==> config.mk <==
export PLATFORM = sky130hd
export DESIGN_NAME = mips_bus_arbiter
export DESIGN_NICKNAME = d
export VERILOG_FILES = /design/src/rtl/mips_bus_arbiter.sv
export SDC_FILE = /design/constraint.sdc
export NUM_CORES = 1
export LEC_CHECK = 0
export ABC_AREA = 1
export ABC_CLOCK_PERIOD_IN_PS = 1400
export CAP_MARGIN = 20
export CORE_AREA = 2 2 109 111
export DETAILED_ROUTE_END_ITERATION = 8
export DIE_AREA = 0 0 111 113
export SLEW_MARGIN = 20
export SYNTH_ARGS = -nofsm -noshare
export SYNTH_HDL_FRONTEND = slang
export SYNTH_SLANG_ARGS = --single-unit
==> constraint.sdc <==
create_clock -name clk -period 1.4 [get_ports clk]
set_input_delay 0.14 -clock clk [delete_from_list [all_inputs] [get_ports clk]]
set_output_delay 0.14 -clock clk [all_outputs]
set_load 0.01 [all_outputs]
==> src/rtl/mips_bus_arbiter.sv <==
// Two-master round-robin arbiter for the CPU memory bus (m0 = fetch, m1 = load/store).
// Optional wait-cycle abort is compiled in with the ARB_TIMEOUT_EN macro.
module mips_bus_arbiter #(
   parameter int unsigned ADDR_W  = 32,
   parameter int unsigned DATA_W  = 32,
   parameter int unsigned TIMEOUT = 255
) (
   input  logic                clk,
   input  logic                reset,
   input  logic [ADDR_W-1:0]   m0_address,
   input  logic                m0_read,
   input  logic                m0_write,
   input  logic [DATA_W-1:0]   m0_writedata,
   input  logic [DATA_W/8-1:0] m0_byteenable,
   output logic                m0_waitrequest,
   input  logic [ADDR_W-1:0]   m1_address,
   input  logic                m1_read,
   input  logic                m1_write,
   input  logic [DATA_W-1:0]   m1_writedata,
   input  logic [DATA_W/8-1:0] m1_byteenable,
   output logic                m1_waitrequest,
   output logic [DATA_W-1:0]   m_readdata,
   output logic [ADDR_W-1:0]   s_address,
   output logic                s_read,
   output logic                s_write,
   output logic [DATA_W-1:0]   s_writedata,
   output logic [DATA_W/8-1:0] s_byteenable,
   input  logic                s_waitrequest,
   input  logic [DATA_W-1:0]   s_readdata,
   output logic [1:0]          grant,
   output logic                timeout_err
);

   localparam logic [DATA_W-1:0] AbortData = DATA_W'(32'hDEADBEEF);

   typedef enum logic [1:0] {
      StNone = 2'd0,
      StM0   = 2'd1,
      StM1   = 2'd2
   } owner_e;

   owner_e owner_q, owner_d;
   owner_e last_q, last_d;
   logic   req0, req1;
   logic   timeout_hit;

   assign req0 = m0_read | m0_write;
   assign req1 = m1_read | m1_write;

`ifdef ARB_TIMEOUT_EN
   localparam int unsigned CntW = ($clog2(TIMEOUT + 1) > 8) ? $clog2(TIMEOUT + 1) : 8;

   logic [CntW-1:0] wait_cnt_q, wait_cnt_d;
   logic            timeout_err_q;

   // Counter sits at zero while idle, so every fresh grant starts from zero.
   always_comb begin
      wait_cnt_d = wait_cnt_q;
      if (owner_q == StNone) begin
         wait_cnt_d = '0;
      end else if (s_waitrequest) begin
         wait_cnt_d = wait_cnt_q + CntW'(1);
      end
   end

   assign timeout_hit = (owner_q != StNone) && (wait_cnt_q == CntW'(TIMEOUT));

   always_ff @(posedge clk or posedge reset) begin
      if (reset) begin
         wait_cnt_q    <= '0;
         timeout_err_q <= 1'b0;
      end else begin
         wait_cnt_q <= wait_cnt_d;
         if (timeout_hit) begin
            timeout_err_q <= 1'b1;
         end
      end
   end

   // Visible in the abort cycle itself, then held until reset.
   assign timeout_err = timeout_err_q | timeout_hit;
`else
   assign timeout_hit = 1'b0;
   assign timeout_err = 1'b0;
`endif

   always_comb begin
      owner_d        = owner_q;
      last_d         = last_q;
      grant          = 2'b00;
      s_address      = '0;
      s_read         = 1'b0;
      s_write        = 1'b0;
      s_writedata    = '0;
      s_byteenable   = '0;
      m0_waitrequest = 1'b1;
      m1_waitrequest = 1'b1;
      m_readdata     = s_readdata;

      unique case (owner_q)
         StNone: begin
            if (req0 && req1) begin
               owner_d = (last_q == StM0) ? StM1 : StM0;
            end else if (req0) begin
               owner_d = StM0;
            end else if (req1) begin
               owner_d = StM1;
            end
         end
         StM0: begin
            grant          = 2'b01;
            s_address      = m0_address;
            s_write        = m0_write;
            s_read         = m0_read & ~m0_write;
            s_writedata    = m0_writedata;
            s_byteenable   = m0_byteenable;
            m0_waitrequest = s_waitrequest;
            // A dropped request abandons the slot without counting as service.
            if (!req0) begin
               owner_d = StNone;
            end else if (!s_waitrequest) begin
               owner_d = StNone;
               last_d  = StM0;
            end
         end
         StM1: begin
            grant          = 2'b10;
            s_address      = m1_address;
            s_write        = m1_write;
            s_read         = m1_read & ~m1_write;
            s_writedata    = m1_writedata;
            s_byteenable   = m1_byteenable;
            m1_waitrequest = s_waitrequest;
            if (!req1) begin
               owner_d = StNone;
            end else if (!s_waitrequest) begin
               owner_d = StNone;
               last_d  = StM1;
            end
         end
         default: begin
            owner_d = StNone;
         end
      endcase

      // Abort: release the owner with poison data and no slave strobe.
      if (timeout_hit) begin
         s_read     = 1'b0;
         s_write    = 1'b0;
         m_readdata = AbortData;
         owner_d    = StNone;
         last_d     = owner_q;
         if (owner_q == StM0) begin
            m0_waitrequest = 1'b0;
         end
         if (owner_q == StM1) begin
            m1_waitrequest = 1'b0;
         end
      end
   end

   always_ff @(posedge clk or posedge reset) begin
      if (reset) begin
         owner_q <= StNone;
         last_q  <= StM1;
      end else begin
         owner_q <= owner_d;
         last_q  <= last_d;
      end
   end

endmodule

=== After elaboration in Yosys (flattened, before gate mapping) ===
Cells that the tools add are included.

* Flip-flop bits (word level): 4
* Bits of input ports: 175
* Output and inout bits: 107
* Logic and storage cells: 41

* Eq/ne operators: 8
* Multiplexer cells: 21
* Bitwise operators: 6
* Reductions and logical operators: 4

{| class="wikitable"
|+ Operators by type and width
! operator !! number
|-
| $pmux 32 s2 || 2
|-
| $mux 2 || 11
|-
| $ne 2x2->1 const B || 4
|-
| $pmux 2 s2 || 2
|-
| $pmux 4 s2 || 1
|-
| $pmux 2 s3 || 1
|-
| $reduce_and 5->1 || 1
|-
| $eq 2x1->1 const B || 2
|-
| $ne 4x4->1 const B || 1
|-
| $pmux 1 s2 || 2
|-
| $and 1x1->1 || 2
|-
| $eq 2x2->1 const B || 1
|-
| $logic_not 2->1 || 1
|-
| $mux 1 || 2
|-
| $not 1->1 || 2
|-
| $or 1x1->1 || 2
|-
| $reduce_bool 2->1 || 1
|-
| $logic_and 1x1->1 || 1
|}

=== Logic depth before layout (Yosys ltp) ===
Gate-level depths: netlist of run 1.

* Depth in word-level cells: 5
* Gate-level depth with buffers: 9
* Depth with buffers taken out: 8

=== Least setup slack after synthesis of run 1 ===
Ideal clock, no wire load.

* Kind: flip-flop to output port
* From: register owner_q[0]
* To: output port s_byteenable[0]
* Data arrival time: 1295 ps
* Data required time: 1260 ps
* Slack: -35 ps
* Cell stages (with the launch flop): 8
* Path buffers: 3
* Cells stage by stage: dfrtp_1 > inv_1 > ha_1 > buf_4 > buf_6 > buf_6 > nand2_1 > a21oi_1

* Cells in the longest elaborated chain, start to end: 2
* Elaborated cells between the ends (all ways): 3
* Classes of those cells: eq/ne (2); mux (1)

{| class="wikitable"
|+ RTL lines
! what !! line !! text
|-
| from (decl) || 42 || <nowiki>owner_e owner_q, owner_d;</nowiki>
|-
| from (signal assigned) || 164 || <nowiki>owner_q <= StNone;</nowiki>
|-
| from (signal assigned) || 167 || <nowiki>owner_q <= owner_d;</nowiki>
|-
| $eq 2x2->1 or $eq 2x1->1 (tied branches) || 100 || <nowiki>unique case (owner_q)</nowiki>
|-
| $pmux 4 s2 (*) || 100 ||
|-
| to (decl) || 27 || <nowiki>output logic [DATA_W/8-1:0] s_byteenable,</nowiki>
|}

Mark *: on every way between the ends. The rest lies on a longest branch, timed or not.

=== Worst setup path in the final report of run 1 ===
* From: register owner_q[1]
* To: output port s_address[6]

* Cells in the longest elaborated chain, start to end: 2
* Elaborated cells between the ends (all ways): 3
* Classes of those cells: eq/ne (2); mux (1)

{| class="wikitable"
|+ RTL lines
! what !! line !! text
|-
| $eq 2x2->1 or $eq 2x1->1 (tied branches) || 100 ||
|-
| $pmux 32 s2 (*) || 100 ||
|-
| to (decl) || 23 || <nowiki>output logic [ADDR_W-1:0] s_address,</nowiki>
|}

Marked as above.

==> results of run 1 <==
registers in the layout (all words and copies together) (netlist names):
signal / cells
last_q: 2
owner_q: 2
cell usage after synthesis:
cell      count
nand3_1       3
buf_2         6
ha_1          6
dfrtp_1       3
dfstp_2       1
inv_1        12
o21ai_1       1
buf_4        43
nand2_2       2
conb_1        1
a21oi_1      71
o21ai_0       2
o21ai_2       1
buf_6         2
nand3b_1      1
nand2_1     163
clkbuf_1      6
nor2_1        3
inv_2         2
stage by stage:
| stage | setup TNS (ps) | utilization (%) | power [uW] | setup slack [ps] | std cells |
|---|---|---|---|---|---|
| after floorplan | -315.2 | - | 2625 | -35.02 | 329 |
| after global placement | -31790 | 33.93 | 4927 | -572.4 | 650 |
| after detailed placement | -33740 | 33.93 | 4971 | -594.4 | 650 |
| after CTS | -21720 | 35.61 | 6195 | -390.4 | 670 |
| after global routing | -27020 | 41.13 | 8378 | -434.0 | 682 |
| final | -21630 | 41.13 | 7846 | -375.2 | 682 |
critical path, delay by kind of cell, from the launching register on:
kind | cells | cell delay [ps]
flops | 1 | 390
simple gates | 1 | 60
buf+inv | 5 | 650
compound gates | 1 | 140
fa+ha+maj | 1 | 170
area by class of cell:
class,count,area (sq um),share of cell area (%)
clock buffer,4,78.83,1.700
inverter,14,60.06,1.296
multi-input combinational,254,1615,34.84
sequential,4,101.3,2.186
tap,143,178.9,3.860
timing repair buffer,263,2601,56.11
what timing repair did:
item,CTS,global route
resized for setup,327,135
pin swaps,6,56
setup endpoints to repair,78,78
setup buffers,8,7
cloned,8,8
placed cells by master, fill, tap and decap left out, types with 2 or more instances in the layout:
cell             count
a21oi_1             17
a21oi_2             53
buf_12              11
buf_16               7
buf_2               70
buf_4               10
buf_6               17
clkbuf_16            9
clkdlybuf4s50_1    142
dfrtp_1              3
ha_4                 4
inv_1               10
inv_2                3
nand2_1            114
nand2_2             30
nand2_4             21
nand3_1              2
nor2_1               3
o21ai_2              2
worst max-delay path by stage:
stage | start | endpoint | slack [ps] | cells after the start
detailed placement | owner_q[0] | s_writedata[6] | -590 | 6
global route | owner_q[0] | s_address[6] | -430 | 8
global placement | owner_q[0] | s_writedata[6] | -570 | 6
finish | owner_q[1] | s_address[6] | -380 | 8
floorplan | owner_q[0] | s_byteenable[1] | -40 | 7
CTS | owner_q[1] | s_writedata[28] | -390 | 7
where the power goes:
part / switching [uW] / internal [uW]
logic: 3680 / 3490
registers: 37.7 / 171
clock network: 89.9 / 377
total: 3810 / 4040
cells by family (layout without fill, tap and decap cells):
family	count (synthesis)	in the layout	share of synthesized area [%]
compound gates	75	75	22.73
simple gates	172	172	39.46
other cells	1	1	0.2248
buf+inv	71	281	27.01
fa+ha+maj	6	6	4.501
flops	4	4	6.077
routing by layer:
layer | wire length (microns) | track usage [%] | part of all wire, %
met1 | 4243 | 15.99 | 38
met4 | 205 | 2.833 | 1.8
met2 | 5829 | 28.63 | 52
met5 | 0 | 0 | 0
met3 | 832 | 3.053 | 7.5
==> results by stage, run 1 <==
STA:
- Of the available clock period, the critical path in the final layout requires 126.8%.
- Timing would allow up to 0.5633 GHz.
- The minimum hold slack is 107.6 ps.
- Setup violations remaining at the end of the flow were counted as 77.
- The worst path in the final design needs a cycle of between 1500 and 2000 ps, including I/O delays and setup.
- The final worst setup slack is -375.2 ps.
- The number of max-slew violations in the final report was 0.
- The clock skew is 3.203 ps.
- Setup repair after global routing could not meet its margin everywhere.
- The hold violation total from the final report was 0.

Logic synthesis:
- Sequential elements use 6.077% of the synthesized area.
- The number of warnings printed during yosys synthesis is 0.
- Synthesis handed over a netlist of roughly 330 instances.
- Synthesis instantiated 19 different standard cells from the library.
- After synthesis the netlist holds a flip-flop and latch count of 4.
- The leading area contributor after synthesis is nand2_1.
- When the netlist entered floorplanning its net count stood at 510.
- The mean post-synth cell area is 5.069 sq um.
- Sorting the synthesized cells by area gives the leading types as nand2_1 (37%), a21oi_1 (21%), buf_4 (19%), dfrtp_1 (4.5%), ha_1 (4.5%).
- In this run the cell area of the synthesized design comes to between 1500 and 2000 sq um.
- Of the post-synthesis cell area, the dominant cell type holds about 37%.

Floorplanning:
- The overall die width is 111 microns.
- The floorplan die area is 12540 sq um.
- For this configuration, the core starts out at a cell density of about 15%.
- For this design the top-level I/O count stands at between 200 and 300.
- The vertical die dimension is between 100 and 150 microns.
- The floorplan has 39 rows.
- After floorplanning, the core was sized to cover 11270 sq um.

Routing:
- After detailed routing, the number of remaining DRC violations is 0.
- The number of nets still failing antenna checks after routing is 0.
- The length of the first detailed-routing pass in iterations is 4.
- The total number of vias is between 2k and 3k.
- Using the TritonRoute via totals, the vias-per-cell ratio works out to 4.274.
- Dividing the detail-routed wire length by the instance count gives 16.29 microns.
- The aggregate routed wire length is 11110 microns.
- The first-iteration detailed-routing DRC count is approximately 110.

Clock network:
- The CTS sink count is 4.
- TritonCTS built the clock tree.
- The number of levels the H-tree was split into is 1.
- The hold-fix buffer count after cts is 0.
- After clock tree synthesis, the clock-pin slew on the worst setup and hold paths is 30 ps.
- In this run the clock root is driven by a clkbuf_16.
- At the later pin of the worst-skew pair, clock insertion delay measures between 200 and 250 ps.
- In this run the deepest clock path goes through 2 buffers.
- The number of clock buffers inserted by TritonCTS is 3.

Worst setup path:
- The cell type with the highest occurrence count on the critical path is buf_12.
- STA classifies the critical path endpoint as an output pin.
- At the worst endpoint, the required time is 1260 ps.
- The depth of the worst register-to-register path is 9.
- The largest single stage delay on the critical path is 390 ps.
- At the worst endpoint, the arrival time is between 1500 and 2000 ps.
- The slack of the worst reg-to-reg path is -110 ps.
- The class of the most critical setup path is reg -> out.
- Traced cell by cell, the critical path runs through inv_2 -> ha_4 -> buf_6 -> buf_12 -> buf_12 -> nand2_2 -> a21oi_2 -> buf_2.
- The worst register-to-register path ends at last_q[0].
- The slowest stage cell on the critical path is dfrtp_1.
- STA classifies the critical path startpoint as a flip-flop.
- The worst flop-to-flop path startpoint is owner_q[1].
- In this run the worst path has a maximum fanout of 8.

Layout:
- The fraction of final layout cells sized beyond drive strength 1 is 44.90%.
- The antenna diode count is 0.
- The synthesis-to-layout area growth is 177.9%.
- The post-route standard cell area excluding fillers is 4636 sq um.
- The number of filler cells placed in the layout is 1164.
- The net count of the finished layout is 721.

GRT:
- The first-pass GRT wire length is 14910 microns.
- For this run the aggregate overflow at the end of global routing stands at 0.
- The via count of the first global-routing pass was 2867.
- The largest net degree at the start of global routing is 40.
- The initial antenna violation count is 0.
- The overall track demand over capacity in global routing is ~15%.

Power and ir drop:
- The maximum ir drop on the vdd rail is 760.6 uV.
- The leakage dissipation is between 0.002 and 0.0025 uW.
- The power per cell area is 1693 nW/um^2.

Placement:
- The area of placed instances is 3825 sq um.
- The number of buffers inserted by port buffering is 216.
- The HPWL after detailed placement is 6788 microns.
- The global placer's final weighted congestion is 0.7915.

Worst hold path:
- The worst hold path belongs to the class in -> async.

Status:
- The final reports fail on negative setup slack.
- The flow ran to the end, but the final reports show violations.

Run:
- The reported max-cap violation count is 0.
Note: power is estimated with default switching activity, not from simulation.
==> inputs of run 2 (changes only) <==
--- a/config.mk
+++ b/config.mk
@@ -5,12 +5,13 @@
 export SDC_FILE = /design/constraint.sdc
 export NUM_CORES = 1
 export LEC_CHECK = 0
-export ABC_AREA = 1
+export ABC_AREA = 0
 export ABC_CLOCK_PERIOD_IN_PS = 1400
 export CAP_MARGIN = 20
-export CORE_AREA = 2 2 109 111
+export CORE_AREA = 2 2 111 113
 export DETAILED_ROUTE_END_ITERATION = 8
-export DIE_AREA = 0 0 111 113
+export DIE_AREA = 0 0 113 115
+export PLACE_DENSITY = 0.64
 export SLEW_MARGIN = 20
 export SYNTH_ARGS = -nofsm -noshare
 export SYNTH_HDL_FRONTEND = slang
==> results by stage, run 2 <==
Logic synthesis:
- The leading area contributor after synthesis is a22oi_1.
- Counting every net in the synthesized netlist gives 419.
- The synthesized design contains 4 register bits.
- By area the synthesized netlist is led by a22oi_1 (30%), nor2b_1 (26%), buf_4 (15%), dfrtp_1 (4.4%), ha_1 (4.4%).
- A synthesized cell averages between 7 and 8 sq um.
- The number of warnings printed during yosys synthesis is 0.
- The number of synthesized flops with an enable pin is 0.
- The distinct cell type count after synthesis is 28.
- The synthesized design devotes to its leading area cell type 30.33% of total area.
- In the post-synthesis netlist, the cell with the most instances is nor2b_1.
- Sorting the synthesized cells by how often they occur yields nor2b_1 (70), a22oi_1 (69), buf_4 (35), buf_2 (14), clkbuf_1 (7).
- The async set-reset flop share out of synthesis is 100.0%.
- The combined area of all synthesized cells is 1708 sq um.
- Of the synthesized area, sequential elements account for 5.934%.
- The number of cells produced by synthesis is between 200 and 250.
- The dominant synthesized flop cell is dfrtp_1.

Worst setup path:
- STA classifies the critical path startpoint as a flip-flop.
- STA classifies the critical path endpoint as an output pin.
- Along the worst path, the maximum fanout reaches 20.
- The data required time of the critical path is 1260 ps.
- The class of the most critical setup path is reg -> out.
- The slowest stage cell on the critical path is dfrtp_1.
- The family with the most delay on the worst path is buffers and inverters.
- For the worst setup path, the data arrival time is 1700 ps.
- Walking the worst path, the cells encountered are buf_6 -> ha_4 -> buf_12 -> a22oi_1 -> nor2b_2 -> dlygate4sd2_1.
- In this design, the stage delay of the slowest critical-path cell is 400 ps.
- The buffers plus inverters on the worst setup path is 3.

Routing:
- The total number of vias is 2692.
- After detailed routing, the number of vias per cell comes to 4.517.
- The count of nets left with antenna violations once routing finished came out at 0.
- The DRC violation count after routing is 19.
- The aggregate routed wire length is 11440 microns.
- The first detailed-routing pass ran for 9 iterations.
- The detailed router finished its first iteration with 130 violations.
- The routed length per placed instance is 19.19 microns.

Clock network:
- The clock reaches the later pin of the worst-skew pair after 230 ps.
- CTS built an H-tree with a depth of 1.
- The root buffer cell chosen for the clock tree is clkbuf_16.
- The CTS sink count is 4.
- The TritonCTS clock tree is yes.
- The number of clock buffers inserted by TritonCTS is 3.
- In this run the deepest clock path goes through 2 buffers.
- The hold-fix buffer count after cts is 0.
- After clock tree synthesis, the clock-pin slew on the worst setup and hold paths is 30 ps.

Run:
- Max-cap violations in this run came to 0.

GRT:
- The via count of the first global-routing pass came to 2801.
- The largest net degree at the start of global routing is 34.
- The initial antenna violation count is 0.
- Global routing consumed, over all layers together, around 15% of the routing resources.
- The first global-routing pass estimated 15480 microns of wire.
- The remaining global-route overflow is 0.

STA:
- The number of max-slew violations in the final report came to 0.
- The tightest hold path in the finished design has a slack of approximately 100 ps.
- Setup violations remaining at the end of the flow were counted as 78.
- The hold violation total from the final report came to 0.
- Once routing completed, OpenROAD measured the worst setup slack at -441.0 ps.
- The top achievable clock speed is 0.5432 GHz.
- Dividing the final minimum period by the clock period gives 131.5%.
- Setup repair after global routing could not meet its margin everywhere.
- The routed design could run at a clock period as short as ~1800 ps.
- Clock skew on the completed layout was measured at 2.526 ps.

Layout:
- In the layout the commonest cells are clkdlybuf4s50_1 (142), nor2b_2 (69), a22oi_2 (68).
- In the final layout, the registers with the most flip-flops are last_q: 2 flops, owner_q: 2 flops.
- The library cell used most frequently in the layout, excluding fill and tap cells, is clkdlybuf4s50_1.
- The synthesis-to-layout area growth is 177.7%.
- For this run, the post-layout net count is 631.
- The antenna diode count is 0.
- The fraction of final layout cells sized beyond drive strength 1 is 61.47%.

Placement:
- Detailed placement finished with a half-perimeter wire length of 7357 microns.
- The congestion estimate from routability-driven global placement came to 0.7133.
- The number of buffers inserted by port buffering is 216.

Power and ir drop:
- The overall power of the completed layout is 8119 uW.
- The maximum ir drop on the vdd rail is between 900 and 1000 uV.
- For this design the ratio of total power to cell area is 1712 nW/um^2.
- For this design the static power due to leakage is between 0.0015 and 0.002 uW.

Floorplanning:
- In this run the standard cell core region covers roughly 12000 sq um.
- The die is about 110 microns wide.
- During I/O placement, the number of pins put on the boundary was 282.
- The floorplan step set the die height to 115 microns.
- The floorplan step defined a die boundary enclosing roughly 13000 sq um.
- The number of rows created at floorplan is 40.
- For this configuration, the core starts out at a cell density of approximately 14%.

Status:
- The run finished, with violations left.
- The final reports fail on design-rule violations, negative setup slack.

Worst hold path:
- The min-delay analysis places its worst path in the category in -> async.
-- run 2: metrics by stage --
stage / setup TNS [ps] / setup WS (ps) / util (%) / std cells / cell area [sq um]
6_report: -25060 / -441.0 / 40.16 / 596 / 4743
5_1_grt: -29980 / -467.0 / 40.16 / 596 / 4743
4_1_cts: -25500 / -475.1 / 38.35 / 583 / 4529
3_5_place_dp: -35360 / -545.4 / 34.59 / 563 / 4085
3_3_place_gp: -33260 / -499.9 / 34.59 / 563 / 4085
2_1_floorplan: -24.18 / -24.18 / - / 238 / 1887
-- run 2: cells by family after synthesis --
| group | count (synthesis) | share of synthesized area [%] |
|---|---|---|
| flops | 4 | 5.934 |
| buf+inv | 62 | 22.78 |
| compound gates | 83 | 36.63 |
| fa+ha+maj | 6 | 4.395 |
| simple gates | 81 | 29.16 |
| other cells | 1 | 0.2196 |
| mux | 1 | 0.8789 |
-- run 2: timing repair --
action                     4_1_cts  5_1_grt
setup endpoints to repair       78       78
hold endpoints to repair         0        0
pin swaps                       33       12
buffers inserted                 9       10
gates resized for setup        329       66
cloned                           7        5
-- run 2: per-layer routing --
metal / global-route usage (%) / up-vias / wire length [microns]
li1: - / 1254 / -
met1: 16.98 / 1244 / 4097
met2: 29.58 / 167 / 6086
met3: 2.794 / 27 / 1053
met4: 4.472 / 0 / 199
met5: 0 / - / 0
-- run 2: cell type report --
| class | instances | area (sq um) |
|---|---|---|
| well taps | 147 | 183.9 |
| repair buffers | 264 | 2547 |
| multi-input cells | 172 | 1813 |
| clock buffers | 4 | 78.83 |
| fillers | 1181 | 7068 |
| flip-flops and latches | 4 | 101.3 |
| inverters | 5 | 18.77 |
-- run 2: final timing paths --
path | start | to | slack (ps) | cells past startpoint
setup reg to reg | owner_q[0] | last_q[1] | -310 | 7
max in group asynchronous | reset | last_q[1] | 1070 | 2
min in group clk | s_readdata[17] | m_readdata[17] | 280 | 0
hold reg to reg | last_q[0] | last_q[0] | 570 | 2
setup / recovery | owner_q[1] | s_byteenable[3] | -440 | 6
hold / removal | reset | owner_q[1] | 100 | 2
-- run 2: power by group --
part / total, uW / internal (uW) / switching [uW]
sequential: 219 / 176 / 43.8
clock: 462 / 376 / 85.9
combinational: 7440 / 4190 / 3250
total: 8120 / 4740 / 3380
==> inputs of run 3 (changes only) <==
--- a/config.mk
+++ b/config.mk
@@ -12,6 +12,7 @@
 export DETAILED_ROUTE_END_ITERATION = 8
 export DIE_AREA = 0 0 113 115
 export PLACE_DENSITY = 0.64
+export SKIP_LAST_GASP = 1
 export SLEW_MARGIN = 20
 export SYNTH_ARGS = -nofsm -noshare
 export SYNTH_HDL_FRONTEND = slang
==> results by stage, run 3 (synthesized netlist as in run 2, its figures left out) <==
GRT:
- The initial antenna violation count is 0.
- The total overflow left after global routing is 0.
- The largest net degree at the start of global routing is 34.
- The first-pass GRT wire length is 15550 microns.
- The via count of the first global-routing pass is around 2.8k.
- The overall track demand over capacity in global routing is 15.35%.

Layout:
- The most common library cell in the layout ignoring fill and taps is clkdlybuf4s50_1.
- The largest registers in the layout are last_q: 2 flops, owner_q: 2 flops.
- At the end of the flow the core is filled with cells to 43.69%.
- The layout has 1147 filler cells.
- The final standard cell count with taps included and fillers excluded is 626.
- Of the cells placed in the final design, the portion with a size suffix greater than 1 is between 60% and 70%.
- In the layout the commonest cells are clkdlybuf4s50_1 (142), a22oi_2 (69), nor2b_2 (67).
- The synthesis-to-layout area growth is 202.1%.
- The number of antenna diodes in the final layout is 0.
- The final layout contains 661 nets.

Routing:
- The aggregate routed wire length is between 10000 and 15000 microns.
- The number of vias per cell after detailed routing is between 4 and 5.
- Across all layers, the routed design uses 2826 vias.
- For this run, design rule violations remaining after detail routing come to 19.
- The first-iteration detailed-routing DRC count is about 130.
- Before antenna repair, the detailed router went through 9 iterations.
- The routed length per placed instance is between 15 and 20 microns.
- In this run the remaining antenna-violating nets after routing total 0.

Worst setup path:
- The class of the most critical setup path is reg -> out.
- For flop-to-flop paths, the worst setup slack is -280 ps.
- At the worst endpoint, the required time is 1260 ps.
- The arrival time of the worst setup path is around 1700 ps.
- The launching element of the worst setup path is owner_q[1].
- The type of destination of the critical path is an output pin.
- The family with the most delay on the worst path is buffers and inverters.
- The number of cells on the worst reg-to-reg path is 7.
- The buffers plus inverters on the worst setup path is 5.
- In this design, the stage delay of the slowest critical-path cell is 400 ps.
- The worst flop-to-flop path endpoint is last_q[1].
- The most numerous cell type found on the critical path is buf_12.
- STA classifies the critical path startpoint as a flip-flop.
- The slowest stage cell on the critical path is dfrtp_1.
- The worst register-to-register path begins at owner_q[0].
- The top fanout value on the critical path is 8.
- Traced cell by cell, the critical path runs through buf_6 -> ha_4 -> buf_12 -> buf_16 -> buf_12 -> a22oi_2 -> nor2b_2 -> buf_2.
- The depth of the critical timing path with buffers and inverters included is 8.

Floorplanning:
- In this run the count of I/O pins placed on the die edge is between 200 and 300.
- The die covers 13000 sq um.
- The overall die width is 113 microns.
- The initial standard-cell utilization of the core is 14.46%.
- The die is 115 microns tall.
- The number of rows created at floorplan is 40.
- The placeable core region is 11810 sq um.

Clock network:
- Hold repair after CTS inserted 0 buffers.
- The buffer cell driving the clock tree root is clkbuf_16.
- The number of levels the H-tree was split into is 1.
- In this run the deepest clock path goes through 2 buffers.
- The clock-pin transition on the worst setup and hold timing paths is 30 ps.
- The tree built by TritonCTS fans out to 4 sinks.
- TritonCTS created 3 clock buffers.
- TritonCTS built the clock tree.
- The later pin in the worst-skew pair is clocked with a latency of 230 ps.

STA:
- The smallest clock period supported by the final layout is computed as 1850 ps.
- The number of max-slew violations in the final report is 0.
- Setup repair after global routing could not meet its margin everywhere.
- The final period utilization is 132.2%.
- The hold violation total from the final report is 0.
- Final hold analysis gives a worst-case slack of 100.8 ps.
- The number of endpoints failing setup at the final stage is between 70 and 80.
- Timing would allow up to between 0.5 and 0.6 GHz.
- After layout, the worst setup slack is -450.4 ps.
- The clock skew is 2.468 ps.

Power and ir drop:
- Across the VDD grid, the largest voltage drop is 879.1 uV.
- Dividing total power by cell area gives a power density of between 1500 and 2000 nW/um^2.
- The switching part of the total is between 30% and 40%.
- Of the total power, registers draw 2.3%.
- The clock network is responsible for 4.9% of the overall power.
- The net switching power is 3770 uW.
- For this design the static power due to leakage is 0.002011 uW.
- Power comes to 9506 uW.
- Combinational logic burns 92.8% of the power.
- The internal power is 5736 uW.

Placement:
- Detailed placement finished with a half-perimeter wire length of 7357 microns.
- Routability-driven placement finished with a final weighted congestion of 0.7133.
- In this run, placement finished with an instance count of 563.
- Buffers placed on the I/O ports in this run total approximately 220.
- Before CTS, the worst setup slack after placement is -545.4 ps.

Status:
- The run finished, with violations left.
- The checks that failed: design-rule violations, negative setup slack.

Worst hold path:
- The worst hold-check path type is in -> async.

Run:
- Across the run, the number of max-cap violations was 0.
## run 3: power by group through the flow
stage | Combinational [uW] | Clock [uW] | Sequential, uW
finish | 8820 | 466 | 217
detailed placement | 5710 | 0 | 210
global route | 9320 | 485 | 222
CTS | 6900 | 469 | 212
global placement | 5640 | 0 | 207
floorplan | 3140 | 0 | 212
## run 3: area by class of cell
cell class	instances	area, sq um	share of cell area, %
clock buffer	4	78.83	1.528
inverter	5	18.77	0.3637
multi-input combinational	172	1852	35.89
sequential	4	101.3	1.964
tap	147	183.9	3.564
timing repair buffer	294	2925	56.69
## run 3: metrics by stage
step | TNS, ps | area (sq um)
after global routing | -30910 | 5160
after floorplan | -24.18 | 1887
after CTS | -30520 | 4616
after detailed placement | -35360 | 4085
after global placement | -33260 | 4085
final | -27060 | 5160
## run 3: how the worst max path moves through the flow
stage	endpoint	slack (ps)
2_1_floorplan	owner_q[0]	-20
4_1_cts	grant[1]	-490
3_3_place_gp	s_address[6]	-500
5_1_grt	s_address[18]	-490
6_report	s_address[18]	-450
3_5_place_dp	s_address[4]	-550
## run 3: metal layers
| metal | wire (microns) | global-route usage (%) | up-vias |
|---|---|---|---|
| met5 | 0 | 0 | - |
| met4 | 182 | 4.146 | 0 |
| met3 | 993 | 2.688 | 21 |
| met2 | 6629 | 29.82 | 153 |
| met1 | 4453 | 17.17 | 1343 |
| li1 | - | - | 1309 |
## run 3: what timing repair did
item                                   in CTS  in global routing
gates cloned                                7                 10
setup buffers                               9                 36
setup endpoints to repair                  78                 78
pin swaps                                  32                 25
endpoints found under the hold margin       0                  0
gates resized for setup                   262                120
## run 3: worst reg2reg max path, delay by kind of cell (launching register included)
kind            cells  cell delay, ps
compound gates      1             160
flops               1             380
buf+inv             4             540
mux                 1             320
fa+ha+maj           1             190
